[config.mk]
export PLATFORM = sky130hd
export DESIGN_NAME = hud_lives_flat
export DESIGN_NICKNAME = d
export VERILOG_FILES = /design/src/rtl/hud_lives_pkg.sv /design/src/rtl/hud_lives_if.sv /design/src/rtl/hud_lives_ctrl.sv /design/src/rtl/hud_lives.sv /design/src/flat_wrapper.sv
export SDC_FILE = /design/constraint.sdc
export NUM_CORES = 1
export LEC_CHECK = 0
export CORE_ASPECT_RATIO = 1.25
export CORE_UTILIZATION = 44
export DETAILED_ROUTE_END_ITERATION = 10
export PLACE_DENSITY = 0.83
export SYNTH_ARGS = -nofsm -noshare
export SYNTH_HDL_FRONTEND = slang
export SYNTH_HIERARCHICAL = 1
export SYNTH_SLANG_ARGS = --single-unit
[constraint.sdc]
create_clock -name clk -period 2.65 [get_ports clk]
set_clock_uncertainty 0.1 [all_clocks]
set_input_delay 0.53 -clock clk [delete_from_list [all_inputs] [get_ports clk]]
set_output_delay 0.53 -clock clk [all_outputs]
set_load 0.01 [all_outputs]
[src/rtl/hud_lives_pkg.sv]
// Shared game constants and types for the lives HUD.
// Latency: n/a (types only). Backpressure: n/a.
// Heart sprite is 15x15 on a fixed 16 px pitch; coordinates are 10-bit.
package hud_lives_pkg;

    localparam int HEART_W     = 15;
    localparam int HEART_PITCH = 16;
    localparam int COORD_W     = 10;
    localparam int LIVES_W     = 3;
    localparam int BLINK_W     = 8;
    localparam int SLOT_W      = COORD_W - $clog2(HEART_PITCH);

    typedef logic [COORD_W-1:0] coord_t;
    typedef logic [LIVES_W-1:0] lives_t;
    typedef logic [SLOT_W-1:0]  slot_t;

    typedef struct packed {
        logic [3:0] x;
        logic [3:0] y;
        logic       en;
    } spr_req_t;

    function automatic slot_t heart_slot(input coord_t dx);
        return dx[COORD_W-1:$clog2(HEART_PITCH)];
    endfunction

endpackage

[src/rtl/hud_lives_if.sv]
// Pixel, event, sprite-ROM and HUD output bundle of the lives HUD.
// Latency: n/a (wiring only). Backpressure: none, all signals are strobes/levels.
// master = game/video/ROM side, slave = hud_lives.
interface hud_lives_if;

    hud_lives_pkg::coord_t pix_x;
    hud_lives_pkg::coord_t pix_y;
    logic                  pix_valid;
    logic                  frame_start;
    logic                  life_lost;
    logic                  life_gain;
    logic                  game_reset;
    logic [3:0]            spr_x;
    logic [3:0]            spr_y;
    logic                  spr_en;
    logic                  spr_data;
    logic                  hud_pixel;
    logic                  hud_valid;
    hud_lives_pkg::lives_t lives;
    logic                  game_over;

    modport master (
        output pix_x, pix_y, pix_valid, frame_start,
        output life_lost, life_gain, game_reset, spr_data,
        input  spr_x, spr_y, spr_en, hud_pixel, hud_valid, lives, game_over
    );

    modport slave (
        input  pix_x, pix_y, pix_valid, frame_start,
        input  life_lost, life_gain, game_reset, spr_data,
        output spr_x, spr_y, spr_en, hud_pixel, hud_valid, lives, game_over
    );

endinterface

[src/rtl/hud_lives_ctrl.sv]
// Life counter with event priority, frame-latched display count and lost-heart blink (HUD_LIVES_BLINK_EN).
// Latency: lives 1 clk after an event; disp_lives follows at the next frame_start.
// Backpressure: none, every event is consumed in the cycle it arrives.
module hud_lives_ctrl
    import hud_lives_pkg::*;
#(
    parameter int MAX_LIVES    = 5,
    parameter int INIT_LIVES   = 3,
    parameter int BLINK_FRAMES = 16
) (
    input  logic   clk,
    input  logic   rst_n,
    input  logic   frame_start,
    input  logic   life_lost,
    input  logic   life_gain,
    input  logic   game_reset,
    output lives_t lives,
    output lives_t disp_lives,
    output logic   game_over,
    output logic   blink_vis
);

    if (MAX_LIVES < 1 || MAX_LIVES > 7 || INIT_LIVES < 0 || INIT_LIVES > MAX_LIVES ||
        BLINK_FRAMES < 1 || BLINK_FRAMES > 255) begin : g_param_check
        $error("hud_lives_ctrl: parameter out of range");
    end

    lives_t lives_q;
    lives_t lives_nxt;
    lives_t disp_q;

    always_comb begin
        lives_nxt = lives_q;
        if (game_reset) begin
            lives_nxt = lives_t'(INIT_LIVES);
        end else if (life_lost && life_gain) begin
            lives_nxt = lives_q;
        end else if (life_lost) begin
            if (lives_q != '0) begin
                lives_nxt = lives_q - 1'b1;
            end
        end else if (life_gain) begin
            if (lives_q < lives_t'(MAX_LIVES)) begin
                lives_nxt = lives_q + 1'b1;
            end
        end
    end

    // disp_lives samples the pre-event count, so an event on a frame_start shows one frame later
    always_ff @(posedge clk or negedge rst_n) begin
        if (!rst_n) begin
            lives_q <= lives_t'(INIT_LIVES);
            disp_q  <= lives_t'(INIT_LIVES);
        end else begin
            lives_q <= lives_nxt;
            if (frame_start) begin
                disp_q <= lives_q;
            end
        end
    end

`ifdef HUD_LIVES_BLINK_EN
    logic [BLINK_W-1:0] blink_cnt;
    logic               blink_load;

    assign blink_load = !game_reset && life_lost && !life_gain && (lives_q != '0);

    // a reload beats the frame decrement so a repeated loss restarts the full blink
    always_ff @(posedge clk or negedge rst_n) begin
        if (!rst_n) begin
            blink_cnt <= '0;
        end else if (game_reset) begin
            blink_cnt <= '0;
        end else if (blink_load) begin
            blink_cnt <= BLINK_W'(BLINK_FRAMES);
        end else if (frame_start && blink_cnt != '0) begin
            blink_cnt <= blink_cnt - 1'b1;
        end
    end

    assign blink_vis = (blink_cnt != '0) && blink_cnt[1];
`else
    assign blink_vis = 1'b0;
`endif

    assign lives      = lives_q;
    assign disp_lives = disp_q;
    assign game_over  = (lives_q == '0);

endmodule

[src/rtl/hud_lives.sv]
// Lives HUD: draws one 15x15 heart per remaining life from the sprite ROM (blink option: HUD_LIVES_BLINK_EN).
// Latency: 2 clk from pix_x/pix_y/pix_valid to hud_pixel/hud_valid.
// Backpressure: none, follows the pixel stream every cycle.
module hud_lives
    import hud_lives_pkg::*;
#(
    parameter int MAX_LIVES    = 5,
    parameter int INIT_LIVES   = 3,
    parameter int HUD_X0       = 8,
    parameter int HUD_Y0       = 8,
    parameter int BLINK_FRAMES = 16
) (
    input  logic        clk,
    input  logic        rst_n,
    hud_lives_if.slave  bus
);

    lives_t disp_lives;
    logic   blink_vis;

    hud_lives_ctrl #(
        .MAX_LIVES    (MAX_LIVES),
        .INIT_LIVES   (INIT_LIVES),
        .BLINK_FRAMES (BLINK_FRAMES)
    ) u_ctrl (
        .clk         (clk),
        .rst_n       (rst_n),
        .frame_start (bus.frame_start),
        .life_lost   (bus.life_lost),
        .life_gain   (bus.life_gain),
        .game_reset  (bus.game_reset),
        .lives       (bus.lives),
        .disp_lives  (disp_lives),
        .game_over   (bus.game_over),
        .blink_vis   (blink_vis)
    );

    coord_t   dx;
    coord_t   dy;
    slot_t    slot;
    logic     in_strip;
    logic     drawn;
    spr_req_t s1_nxt;
    spr_req_t s1_q;
    logic     hud_valid_d1;
    logic     hud_pixel_q;
    logic     hud_valid_q;

    assign dx   = bus.pix_x - coord_t'(HUD_X0);
    assign dy   = bus.pix_y - coord_t'(HUD_Y0);
    assign slot = heart_slot(dx);

    // column 15 of each 16 px cell is the inter-heart gap
    assign in_strip = (bus.pix_x >= coord_t'(HUD_X0)) &&
                      (bus.pix_y >= coord_t'(HUD_Y0)) &&
                      (dy < coord_t'(HEART_W)) &&
                      (slot < slot_t'(MAX_LIVES)) &&
                      (dx[3:0] < 4'(HEART_W));

    assign drawn = in_strip &&
                   ((slot < slot_t'(disp_lives)) ||
                    ((slot == slot_t'(disp_lives)) && blink_vis));

    always_comb begin
        s1_nxt    = '0;
        s1_nxt.en = drawn && bus.pix_valid;
        if (s1_nxt.en) begin
            s1_nxt.x = dx[3:0];
            s1_nxt.y = dy[3:0];
        end
    end

    always_ff @(posedge clk or negedge rst_n) begin
        if (!rst_n) begin
            s1_q         <= '0;
            hud_valid_d1 <= 1'b0;
            hud_pixel_q  <= 1'b0;
            hud_valid_q  <= 1'b0;
        end else begin
            s1_q         <= s1_nxt;
            hud_valid_d1 <= bus.pix_valid;
            hud_pixel_q  <= bus.spr_data && s1_q.en;
            hud_valid_q  <= hud_valid_d1;
        end
    end

    assign bus.spr_x     = s1_q.x;
    assign bus.spr_y     = s1_q.y;
    assign bus.spr_en    = s1_q.en;
    assign bus.hud_pixel = hud_pixel_q;
    assign bus.hud_valid = hud_valid_q;

endmodule
[src/flat_wrapper.sv]
// flat-port wrapper written by rule: the top's interface ports become plain ports
module hud_lives_flat import hud_lives_pkg::*;
#(
    parameter int MAX_LIVES    = 5,
    parameter int INIT_LIVES   = 3,
    parameter int HUD_X0       = 8,
    parameter int HUD_Y0       = 8,
    parameter int BLINK_FRAMES = 16
)
  (clk, rst_n, bus_pix_x, bus_pix_y, bus_pix_valid, bus_frame_start, bus_life_lost, bus_life_gain, bus_game_reset, bus_spr_data, bus_spr_x, bus_spr_y, bus_spr_en, bus_hud_pixel, bus_hud_valid, bus_lives, bus_game_over);
  hud_lives_if bus_i ();
  input  logic clk;
  input  logic rst_n;
  input wire logic [$bits(bus_i.pix_x)-1:0] bus_pix_x;
  input wire logic [$bits(bus_i.pix_y)-1:0] bus_pix_y;
  input wire logic [$bits(bus_i.pix_valid)-1:0] bus_pix_valid;
  input wire logic [$bits(bus_i.frame_start)-1:0] bus_frame_start;
  input wire logic [$bits(bus_i.life_lost)-1:0] bus_life_lost;
  input wire logic [$bits(bus_i.life_gain)-1:0] bus_life_gain;
  input wire logic [$bits(bus_i.game_reset)-1:0] bus_game_reset;
  input wire logic [$bits(bus_i.spr_data)-1:0] bus_spr_data;
  output wire logic [$bits(bus_i.spr_x)-1:0] bus_spr_x;
  output wire logic [$bits(bus_i.spr_y)-1:0] bus_spr_y;
  output wire logic [$bits(bus_i.spr_en)-1:0] bus_spr_en;
  output wire logic [$bits(bus_i.hud_pixel)-1:0] bus_hud_pixel;
  output wire logic [$bits(bus_i.hud_valid)-1:0] bus_hud_valid;
  output wire logic [$bits(bus_i.lives)-1:0] bus_lives;
  output wire logic [$bits(bus_i.game_over)-1:0] bus_game_over;
  assign bus_i.pix_x = bus_pix_x;
  assign bus_i.pix_y = bus_pix_y;
  assign bus_i.pix_valid = bus_pix_valid;
  assign bus_i.frame_start = bus_frame_start;
  assign bus_i.life_lost = bus_life_lost;
  assign bus_i.life_gain = bus_life_gain;
  assign bus_i.game_reset = bus_game_reset;
  assign bus_i.spr_data = bus_spr_data;
  assign bus_spr_x = bus_i.spr_x;
  assign bus_spr_y = bus_i.spr_y;
  assign bus_spr_en = bus_i.spr_en;
  assign bus_hud_pixel = bus_i.hud_pixel;
  assign bus_hud_valid = bus_i.hud_valid;
  assign bus_lives = bus_i.lives;
  assign bus_game_over = bus_i.game_over;
  hud_lives #(.MAX_LIVES(MAX_LIVES), .INIT_LIVES(INIT_LIVES), .HUD_X0(HUD_X0), .HUD_Y0(HUD_Y0), .BLINK_FRAMES(BLINK_FRAMES)) u_core (.clk(clk), .rst_n(rst_n), .bus(bus_i));
endmodule
==> qor.json, run 1 <==
{
  "outcome": "complete, no violations",
  "starting_density_pct": 47.68,
  "finalMaxSlewViolations": 0,
  "postCtsSetupBuffers": 0,
  "clkSlewWorstSetupHoldPaths_ns": 0.10,
  "antenna_cells_inserted": 0,
  "area_of_the_core_region_mm2": 0.002477,
  "clock.fmax_mhz": 393.3,
  "power_switching_mw": 0.2440,
  "irDropWorstVdd_mv": 0.2885,
  "synth_async_sr_flop_share_pct": 100.0,
  "synthesis.instances": 114,
  "grt.overflow.total": 0,
  "wl_per_cell_um": 13.73,
  "ctsHtreeMaxLevel": 1,
  "drc_errors": 0,
  "post-route-period-util_pct": 95.94,
  "post_layout_nets": 195,
  "crit_path_cell_trace": "clkdlybuf4s50_1, inv_1, ha_1, xor2_1, ha_1, nor2b_1, o311ai_1, buf_4, nand2_1, nor3_1",
  "finalSetupViolations": 0,
  "area_fraction_in_compound_gates_after_synthesis_pct": 11.02,
  "final_layout_size_suffix_gt1_share_pct": 17.50,
  "worstSetupEndpointType": "register",
  "p_sw_share_pct": 30.82,
  "detailroute.via_count": 1027,
  "ys_top_cells_by_area": "sky130_fd_sc_hd__dfrtp_1, sky130_fd_sc_hd__dfstp_2, sky130_fd_sc_hd__nor3_1, sky130_fd_sc_hd__ha_1, sky130_fd_sc_hd__inv_1",
  "clock-sinks": 18,
  "antenna_violating_nets_post_route": 0,
  "yosys-mux-area-fraction_pct": 2.860,
  "crit_path_frequent_cell": "sky130_fd_sc_hd__ha_1",
  "unrepaired_setup_endpoints_after_global_routing": "no",
  "die_x_um": 48.34,
  "clock_tree.buffer_depth": 2,
  "cts.hold.buffers_added": 0,
  "synthDistinctLibCells": 49,
  "netlist.top_cell.by_area": "sky130_fd_sc_hd__dfrtp_1",
  "min_period_ns": 2.542,
  "grt_pass1_wl_um": 4643,
  "cts_resized": 0,
  "synth_largest_type_area_fraction_pct": 29.66,
  "placedCellCount": 189,
  "worst_path_arrival_time_ns": 2.63,
  "fraction_of_the_yosys_area_taken_by_sequential_cells_pct": 38.56,
  "grt_use_total_pct": 20.99,
  "worst-endpoint-required_ns": 2.73,
  "synth_top_family_by_area": "simple AND/OR/NAND/NOR gates",
  "critical_path.startpoint_type": "primary input",
  "mappedNetlistArea_mm2": 0.001181,
  "post_synth_edffs": 0,
  "worst_path_largest_cell_delay_ns": 0.52,
  "clock_tree_from_tritoncts": "built",
  "detail_route.first_pass.iterations": 4,
  "synthSimpleGateAreaFrac_pct": 30.30,
  "hpwlAfterDp_um": 2131,
  "cts_made_buffers": 3,
  "root_buffer": "sky130_fd_sc_hd__clkbuf_4",
  "power.share.combinational_pct": 35.9,
  "dp_worst_setup_slack_ns": -0.2073,
  "worst-path-buf-inv": 3,
  "fin_cells": 193,
  "worstMarginPinSlew_ns": 0.7794,
  "finalHoldViolations": 0,
  "crit_path_max_fanout": 9,
  "yosysWarnings": 6,
  "buffer_ports.inserted": 42,
  "drt-total-wl_um": 2649,
  "die_area_mm2": 0.002897,
  "syn_avg_cell_area_um2": 10.36,
  "fin_total_pwr_mw": 0.7917,
  "synth.ff_latch_count": 18,
  "setup_ws_ns": 0.1077,
  "fin_util_pct": 67.47,
  "cellInternalPower_mw": 0.5477,
  "leakage_nw": 0.7116,
  "grt_max_degree": 19,
  "dieHeight_um": 59.93,
  "ys.flop_type": "sky130_fd_sc_hd__dfrtp_1",
  "final_weighted_congestion_in_routability_driven_placement": 0.7794,
  "maxCapViolations": 0,
  "sequential_share_of_power_pct": 43.1,
  "crit_slowest_cell": "sky130_fd_sc_hd__clkdlybuf4s50_1",
  "routed_via_density": 5.321,
  "power.clock.fraction_pct": 21.0,
  "fin_tns_setup_ns": 0,
  "pwr_density_cell_mw_per_mm2": 473.6,
  "critical-path-top-delay-family": "buffers and inverters",
  "worst-setup-path-type": "in2reg",
  "grt_antenna_before_repair": 0,
  "ioPinCount": 43,
  "synthXorXnorAreaFrac_pct": 2.966,
  "area_delta_synth_final_pct": 41.53,
  "first_global_vias": 1091,
  "hold_path_class": "reg2reg",
  "violation_count_after_the_first_detailed_route_iteration": 19,
  "insertion_delay_ns": 0.29,
  "synth_fa_ha_area_share_pct": 6.992,
  "timing.max_slew.rel_slack_pct": 47.88,
  "postSynthNetCount": 148,
  "floorplan.rows": 20
}
## final timing paths
check | start | to | slack, ns | cells past startpoint
setup / recovery | bus_pix_x[4] | u_core/bus.spr_y[1]$_DFF_PN0_ | 0.11 | 10
hold / removal | u_core/hud_valid_d1$_DFF_PN0_ | u_core/bus.hud_valid$_DFF_PN0_ | 0.27 | 0
setup reg to reg | u_core/u_ctrl/lives[0]$_DFFE_PN1P_ | u_core/u_ctrl/lives[1]$_DFFE_PN1P_ | 0.66 | 5
hold reg to reg | u_core/hud_valid_d1$_DFF_PN0_ | u_core/bus.hud_valid$_DFF_PN0_ | 0.27 | 0
max in group asynchronous | rst_n | u_core/bus.spr_y[0]$_DFF_PN0_ | 1.38 | 1
min in group asynchronous | rst_n | u_core/bus.spr_x[2]$_DFF_PN0_ | 0.59 | 1
## cell families (layout without fill, tap and decap cells)
kind of cell	Yosys count	count (layout)
AND/OR/NAND/NOR	51	51
flip-flops	18	18
AO/OA/AOI/OAI	16	16
buffers and inverters	15	61
adder cells (fa/ha/maj)	6	6
XOR/XNOR	4	4
multiplexers	3	3
other	1	1
## cell usage after synthesis (all sizes together), types with 2 or more instances
cell,number
xor2,3
and4b,2
nor2b,4
nor4,2
a21oi,3
buf,5
ha,5
nor3,13
inv,10
nand4,3
dfrtp,14
mux2,3
dfstp,4
nor3b,2
and2,2
nand2,10
nor2,3
## registers in the layout (all words and copies together) (netlist names)
name and flops:
u_core/bus.hud_pixel 1, u_core/bus.hud_valid 1, u_core/bus.spr_en 1, u_core/bus.spr_x 4, u_core/bus.spr_y 4, u_core/hud_valid_d1 1, u_core/u_ctrl/disp_lives 3, u_core/u_ctrl/lives 3
## placed cells by master (no fill, tap or decap), types with 2 or more instances in the layout
master,count
sky130_fd_sc_hd__xor2_1,3
sky130_fd_sc_hd__nor3_1,13
sky130_fd_sc_hd__nor2b_4,2
sky130_fd_sc_hd__nand2_1,10
sky130_fd_sc_hd__nor2b_1,2
sky130_fd_sc_hd__nor4_1,2
sky130_fd_sc_hd__clkbuf_4,3
sky130_fd_sc_hd__buf_4,5
sky130_fd_sc_hd__dfrtp_1,14
sky130_fd_sc_hd__clkdlybuf4s50_1,42
sky130_fd_sc_hd__mux2_2,3
sky130_fd_sc_hd__nand4_1,2
sky130_fd_sc_hd__a21oi_1,3
sky130_fd_sc_hd__dfstp_2,4
sky130_fd_sc_hd__nor2_1,3
sky130_fd_sc_hd__ha_1,5
sky130_fd_sc_hd__inv_1,10
## final cells by class
cell class | instances | area [µm²]
repair buffers | 47 | 457.9
fillers | 180 | 805.8
flip-flops and latches | 18 | 455.4
well taps | 33 | 41.29
multi-input cells | 81 | 643.1
clock buffers | 4 | 36.28
inverters | 10 | 37.54
## stage by stage
step                      area (µm²)  hold WS, ns
after floorplan                 1181       0.1344
after global placement          1635       0.2360
after detailed placement        1635       0.2465
after CTS                       1672       0.2691
after global routing            1672       0.2825
final                           1672       0.2668
## routing by layer
| metal | global-route usage (%) | part of all wire (%) | vias up | routed length [µm] |
|---|---|---|---|---|
| li1 | - | - | 501 | - |
| met1 | 22.12 | 39 | 492 | 1033 |
| met2 | 42.66 | 57 | 30 | 1502 |
| met3 | 2.799 | 3.6 | 4 | 96 |
| met4 | 7.563 | 0.64 | 0 | 17 |
| met5 | 0 | 0 | - | 0 |
## power by group through the flow
stage,sequential [mW],combinational (mW),clock (mW)
2_1_floorplan,0.327,0.187,0
3_3_place_gp,0.343,0.266,0
3_5_place_dp,0.347,0.283,0
4_1_cts,0.342,0.284,0.171
5_1_grt,0.347,0.314,0.183
6_report,0.341,0.284,0.166
Note: power is estimated with default switching activity, not from simulation.
==> inputs of run 2 (changes only) <==
--- a/config.mk
+++ b/config.mk
@@ -5,10 +5,12 @@
 export SDC_FILE = /design/constraint.sdc
 export NUM_CORES = 1
 export LEC_CHECK = 0
+export ABC_AREA = 1
 export CORE_ASPECT_RATIO = 1.25
-export CORE_UTILIZATION = 44
+export CORE_UTILIZATION = 45
+export CTS_BUF_LIST = sky130_fd_sc_hd__clkbuf_4 sky130_fd_sc_hd__clkbuf_8
 export DETAILED_ROUTE_END_ITERATION = 10
-export PLACE_DENSITY = 0.83
+export PLACE_DENSITY = 0.86
 export SYNTH_ARGS = -nofsm -noshare
 export SYNTH_HDL_FRONTEND = slang
 export SYNTH_HIERARCHICAL = 1
==> qor.json, run 2 <==
{
  "maxCapViolations": {"value": 0, "change": "unchanged"},
  "clock.fmax": {"value": 406.3, "unit": "MHz", "change": "was 393.3 MHz"},
  "wl_per_cell": {"value": 11.03, "unit": "µm", "change": "was 13.73 µm"},
  "pwr_density_cell": {"value": 458.3, "unit": "mW/mm²", "change": "was 473.6 mW/mm²"},
  "fraction_of_the_yosys_area_taken_by_sequential_cells": {"value": 40.63, "unit": "%", "change": "was 38.56%"},
  "ctsHtreeMaxLevel": {"value": 1, "change": "unchanged"},
  "leakage": {"value": 0.8556, "unit": "nW", "change": "was 0.7116 nW"},
  "grt_antenna_before_repair": {"value": 0, "change": "unchanged"},
  "hpwlAfterDp": {"value": 2152, "unit": "µm", "change": "was 2131 µm"},
  "finalSetupViolations": {"value": 0, "change": "unchanged"},
  "grt.overflow.total": {"value": 0, "change": "unchanged"},
  "yosys-top-cells-count": {"value": "sky130_fd_sc_hd__nand2_1, sky130_fd_sc_hd__inv_1, sky130_fd_sc_hd__nor2_1", "change": "was sky130_fd_sc_hd__dfrtp_1, sky130_fd_sc_hd__nor3_1, sky130_fd_sc_hd__inv_1, sky130_fd_sc_hd__nand2_1, sky130_fd_sc_hd__ha_1"},
  "ys_top_cells_by_area": {"value": "sky130_fd_sc_hd__dfrtp_1, sky130_fd_sc_hd__nand2_1, sky130_fd_sc_hd__dfstp_2, sky130_fd_sc_hd__inv_1, sky130_fd_sc_hd__nor2_1", "change": "was sky130_fd_sc_hd__dfrtp_1, sky130_fd_sc_hd__dfstp_2, sky130_fd_sc_hd__nor3_1, sky130_fd_sc_hd__ha_1, sky130_fd_sc_hd__inv_1"},
  "worst_path_arrival_time": {"value": 2.58, "unit": "ns", "change": "was 2.63 ns"},
  "critical-path-top-delay-family": {"value": "simple AND/OR/NAND/NOR gates", "change": "was buffers and inverters"},
  "post_synth_edffs": {"value": 0, "change": "unchanged"},
  "starting_density": {"value": 49.12, "unit": "%", "change": "was 47.68%"},
  "stdcell_area": {"value": 0.001634, "unit": "mm²", "change": "was 0.001672 mm²"},
  "die_x": {"value": 46.65, "unit": "µm", "change": "was 48.34 µm"},
  "area_delta_synth_final": {"value": 45.76, "unit": "%", "change": "was 41.53%"},
  "post_layout_nets": {"value": 237, "change": "was 195"},
  "cts.hold.buffers_added": {"value": 0, "change": "unchanged"},
  "synthesis.instances": {"value": 154, "change": "was 114"},
  "outcome": {"value": "complete, no violations", "change": "unchanged"},
  "mappedNetlistArea": {"value": 0.001121, "unit": "mm²", "change": "was 0.001181 mm²"},
  "postSynthNetCount": {"value": 188, "change": "was 148"},
  "insertion_delay": {"value": 0.28, "unit": "ns", "change": "was 0.29 ns"},
  "clock-sinks": {"value": 18, "change": "unchanged"},
  "floorplan.rows": {"value": 19, "change": "was 20"},
  "first_global_vias": {"value": 1082, "change": "was 1091"},
  "crit_slowest_cell": {"value": "sky130_fd_sc_hd__clkdlybuf4s50_1", "change": "unchanged"},
  "worst-endpoint-required": {"value": 2.77, "unit": "ns", "change": "was 2.73 ns"},
  "syn_avg_cell_area": {"value": 7.280, "unit": "µm²", "change": "was 10.36 µm²"},
  "hold_path_class": {"value": "reg2reg", "change": "unchanged"},
  "dpl-instance-area": {"value": 0.001595, "unit": "mm²", "change": "was 0.001635 mm²"},
  "worstSetupEndpointType": {"value": "register", "change": "unchanged"},
  "clkSlewWorstSetupHoldPaths": {"value": 0.10, "unit": "ns", "change": "about the same"},
  "worstMarginPinSlew": {"value": 0.7388, "unit": "ns", "change": "was 0.7794 ns"},
  "critical_path.startpoint_type": {"value": "primary input", "change": "unchanged"},
  "detailroute.via_count": {"value": 1116, "change": "was 1027"},
  "ys.flop_type": {"value": "sky130_fd_sc_hd__dfrtp_1", "change": "unchanged"},
  "ioPinCount": {"value": 43, "change": "unchanged"},
  "antenna_cells_inserted": {"value": 0, "change": "unchanged"},
  "synth_async_sr_flop_share": {"value": 100.0, "unit": "%", "change": "unchanged"},
  "violation_count_after_the_first_detailed_route_iteration": {"value": 36, "change": "was 19"},
  "finalHoldViolations": {"value": 0, "change": "unchanged"},
  "netlist.top_cell.by_area": {"value": "sky130_fd_sc_hd__dfrtp_1", "change": "unchanged"},
  "routed_via_density": {"value": 4.790, "change": "was 5.321"},
  "detail_route.first_pass.iterations": {"value": 4, "change": "unchanged"},
  "layout.cells.most_common": {"value": "sky130_fd_sc_hd__clkdlybuf4s50_1", "change": "unchanged"},
  "clock_tree_from_tritoncts": {"value": "built", "change": "unchanged"},
  "crit_path_cell_trace": {"value": "clkdlybuf4s50_1, nor2_2, nand3_1, and2_1, ha_1, a21oi_1, o21ai_0, nand2_1, nand2_1, nor2_1, nand3_4, nor2_1", "change": "was clkdlybuf4s50_1, inv_1, ha_1, xor2_1, ha_1, nor2b_1, o311ai_1, buf_4, nand2_1, nor3_1"},
  "grt_pass1_wl": {"value": 4146, "unit": "µm", "change": "was 4643 µm"},
  "cts_made_buffers": {"value": 3, "change": "unchanged"},
  "synth.ff_latch_count": {"value": 18, "change": "unchanged"},
  "synthMostInstantiatedCell": {"value": "sky130_fd_sc_hd__nand2_1", "change": "was sky130_fd_sc_hd__dfrtp_1"},
  "drc_errors": {"value": 0, "change": "unchanged"},
  "die_area": {"value": 0.002696, "unit": "mm²", "change": "was 0.002897 mm²"},
  "yosysWarnings": {"value": 6, "change": "unchanged"},
  "worst-setup-path-type": {"value": "in2reg", "change": "unchanged"},
  "mostFrequentLayoutCells": {"value": "sky130_fd_sc_hd__clkdlybuf4s50_1, sky130_fd_sc_hd__nand2_1, sky130_fd_sc_hd__inv_1, sky130_fd_sc_hd__nor2_1, sky130_fd_sc_hd__dfrtp_1", "change": "was sky130_fd_sc_hd__clkdlybuf4s50_1, sky130_fd_sc_hd__dfrtp_1, sky130_fd_sc_hd__nor3_1, sky130_fd_sc_hd__inv_1, sky130_fd_sc_hd__nand2_1"},
  "worst-path-buf-inv": {"value": 1, "change": "was 3"},
  "antenna_violating_nets_post_route": {"value": 0, "change": "unchanged"},
  "irDropWorstVdd": {"value": 0.2907, "unit": "mV", "change": "was 0.2885 mV"},
  "worst_path_largest_cell_delay": {"value": 0.45, "unit": "ns", "change": "was 0.52 ns"},
  "post-route-period-util": {"value": 92.88, "unit": "%", "change": "was 95.94%"},
  "fin_tns_setup": {"value": 0, "unit": "ns", "change": "unchanged"},
  "buffer_ports.inserted": {"value": 42, "change": "unchanged"},
  "grt_use_total": {"value": 21.48, "unit": "%", "change": "was 20.99%"},
  "min_period": {"value": 2.461, "unit": "ns", "change": "was 2.542 ns"},
  "root_buffer": {"value": "sky130_fd_sc_hd__clkbuf_4", "change": "unchanged"},
  "timing.max_slew.rel_slack": {"value": 50.59, "unit": "%", "change": "was 47.88%"},
  "dieHeight": {"value": 57.81, "unit": "µm", "change": "was 59.93 µm"},
  "drt-total-wl": {"value": 2571, "unit": "µm", "change": "was 2649 µm"},
  "synth_largest_type_area_fraction": {"value": 31.25, "unit": "%", "change": "was 29.66%"},
  "clock_tree.buffer_depth": {"value": 2, "change": "unchanged"},
  "synthDistinctLibCells": {"value": 23, "change": "was 49"},
  "crit_path_max_fanout": {"value": 9, "change": "unchanged"},
  "finalMaxSlewViolations": {"value": 0, "change": "unchanged"},
  "final_weighted_congestion_in_routability_driven_placement": {"value": 0.8434, "change": "was 0.7794"},
  "area_of_the_core_region": {"value": 0.002282, "unit": "mm²", "change": "was 0.002477 mm²"},
  "grt_max_degree": {"value": 19, "change": "unchanged"},
  "final_layout_size_suffix_gt1_share": {"value": 13.37, "unit": "%", "change": "was 17.50%"}
}
[run 2: per-stage QoR]
step	total power, mW	instances	util [%]	hold slack, ns	setup slack (ns)
final	0.7489	233	71.60	0.2552	0.1885
after global routing	0.7967	233	71.60	0.2691	-0.01390
after CTS	0.7501	233	71.49	0.2569	0.2344
after detailed placement	0.5877	229	69.90	0.2347	-0.06710
after global placement	0.5715	229	69.90	0.2331	0.08233
after floorplan	0.4671	154	-	0.1344	0.5894
[run 2: what timing repair did]
item	in CTS	in global routing
resized for setup	0	1
endpoints found under the setup margin	0	1
buffers inserted	0	0
[run 2: cell families (layout without fill, tap and decap cells)]
| logic type | after synthesis | after routing | share of synthesized area, % |
|---|---|---|---|
| and+or+nand+nor | 88 | 88 | 36.38 |
| buffers and inverters | 33 | 81 | 11.38 |
| DFF | 18 | 18 | 40.63 |
| AOI/OAI and AO/OA | 7 | 7 | 3.124 |
| adders and majority gates | 6 | 6 | 7.366 |
| other | 1 | 1 | 0.3345 |
| xor gates and xnor gates | 1 | 1 | 0.7814 |
[run 2: area by class of cell]
type,instances,area [µm²]
well taps,31,38.79
fillers,191,648.1
flip-flops and latches,18,455.4
inverters,32,120.1
repair buffers,45,442.9
clock buffers,4,36.28
multi-input cells,103,540.5
[run 2: routing by layer]
metal / wire [µm] / global-route usage, % / vias up
met1: 895 / 20.98 / 504
met3: 117 / 2.804 / 4
met2: 1520 / 40.67 / 41
met5: 0 / 0 / -
li1: - / - / 567
met4: 37 / 11.43 / 0
[run 2: final timing paths]
check / from / endpoint / slack, ns / depth (start not counted)
max: bus_pix_x[5] / u_core/bus.spr_y[3]$_DFF_PN0_ / 0.19 / 12
min: u_core/hud_valid_d1$_DFF_PN0_ / u_core/bus.hud_valid$_DFF_PN0_ / 0.26 / 0
max reg2reg: u_core/u_ctrl/disp_lives[1]$_DFFE_PN1P_ / u_core/bus.spr_y[3]$_DFF_PN0_ / 0.80 / 9
min reg2reg: u_core/hud_valid_d1$_DFF_PN0_ / u_core/bus.hud_valid$_DFF_PN0_ / 0.26 / 0
max in group asynchronous: rst_n / u_core/bus.spr_x[0]$_DFF_PN0_ / 1.41 / 1
min in group asynchronous: rst_n / u_core/bus.spr_x[1]$_DFF_PN0_ / 0.57 / 1
[run 2: report_power, final]
group	internal, mW	switching [mW]
clock	0.0836	0.0782
sequential	0.309	0.0227
combinational	0.123	0.132
==> inputs of run 3 (changes only) <==
--- a/config.mk
+++ b/config.mk
@@ -9,6 +9,7 @@
 export CORE_ASPECT_RATIO = 1.25
 export CORE_UTILIZATION = 45
 export CTS_BUF_LIST = sky130_fd_sc_hd__clkbuf_4 sky130_fd_sc_hd__clkbuf_8
+export CTS_CLUSTER_SIZE = 24
 export DETAILED_ROUTE_END_ITERATION = 10
 export PLACE_DENSITY = 0.86
 export SYNTH_ARGS = -nofsm -noshare
==> results of run 3 <==
The final DEF is identical to that of run 2; final timing and power are the same.
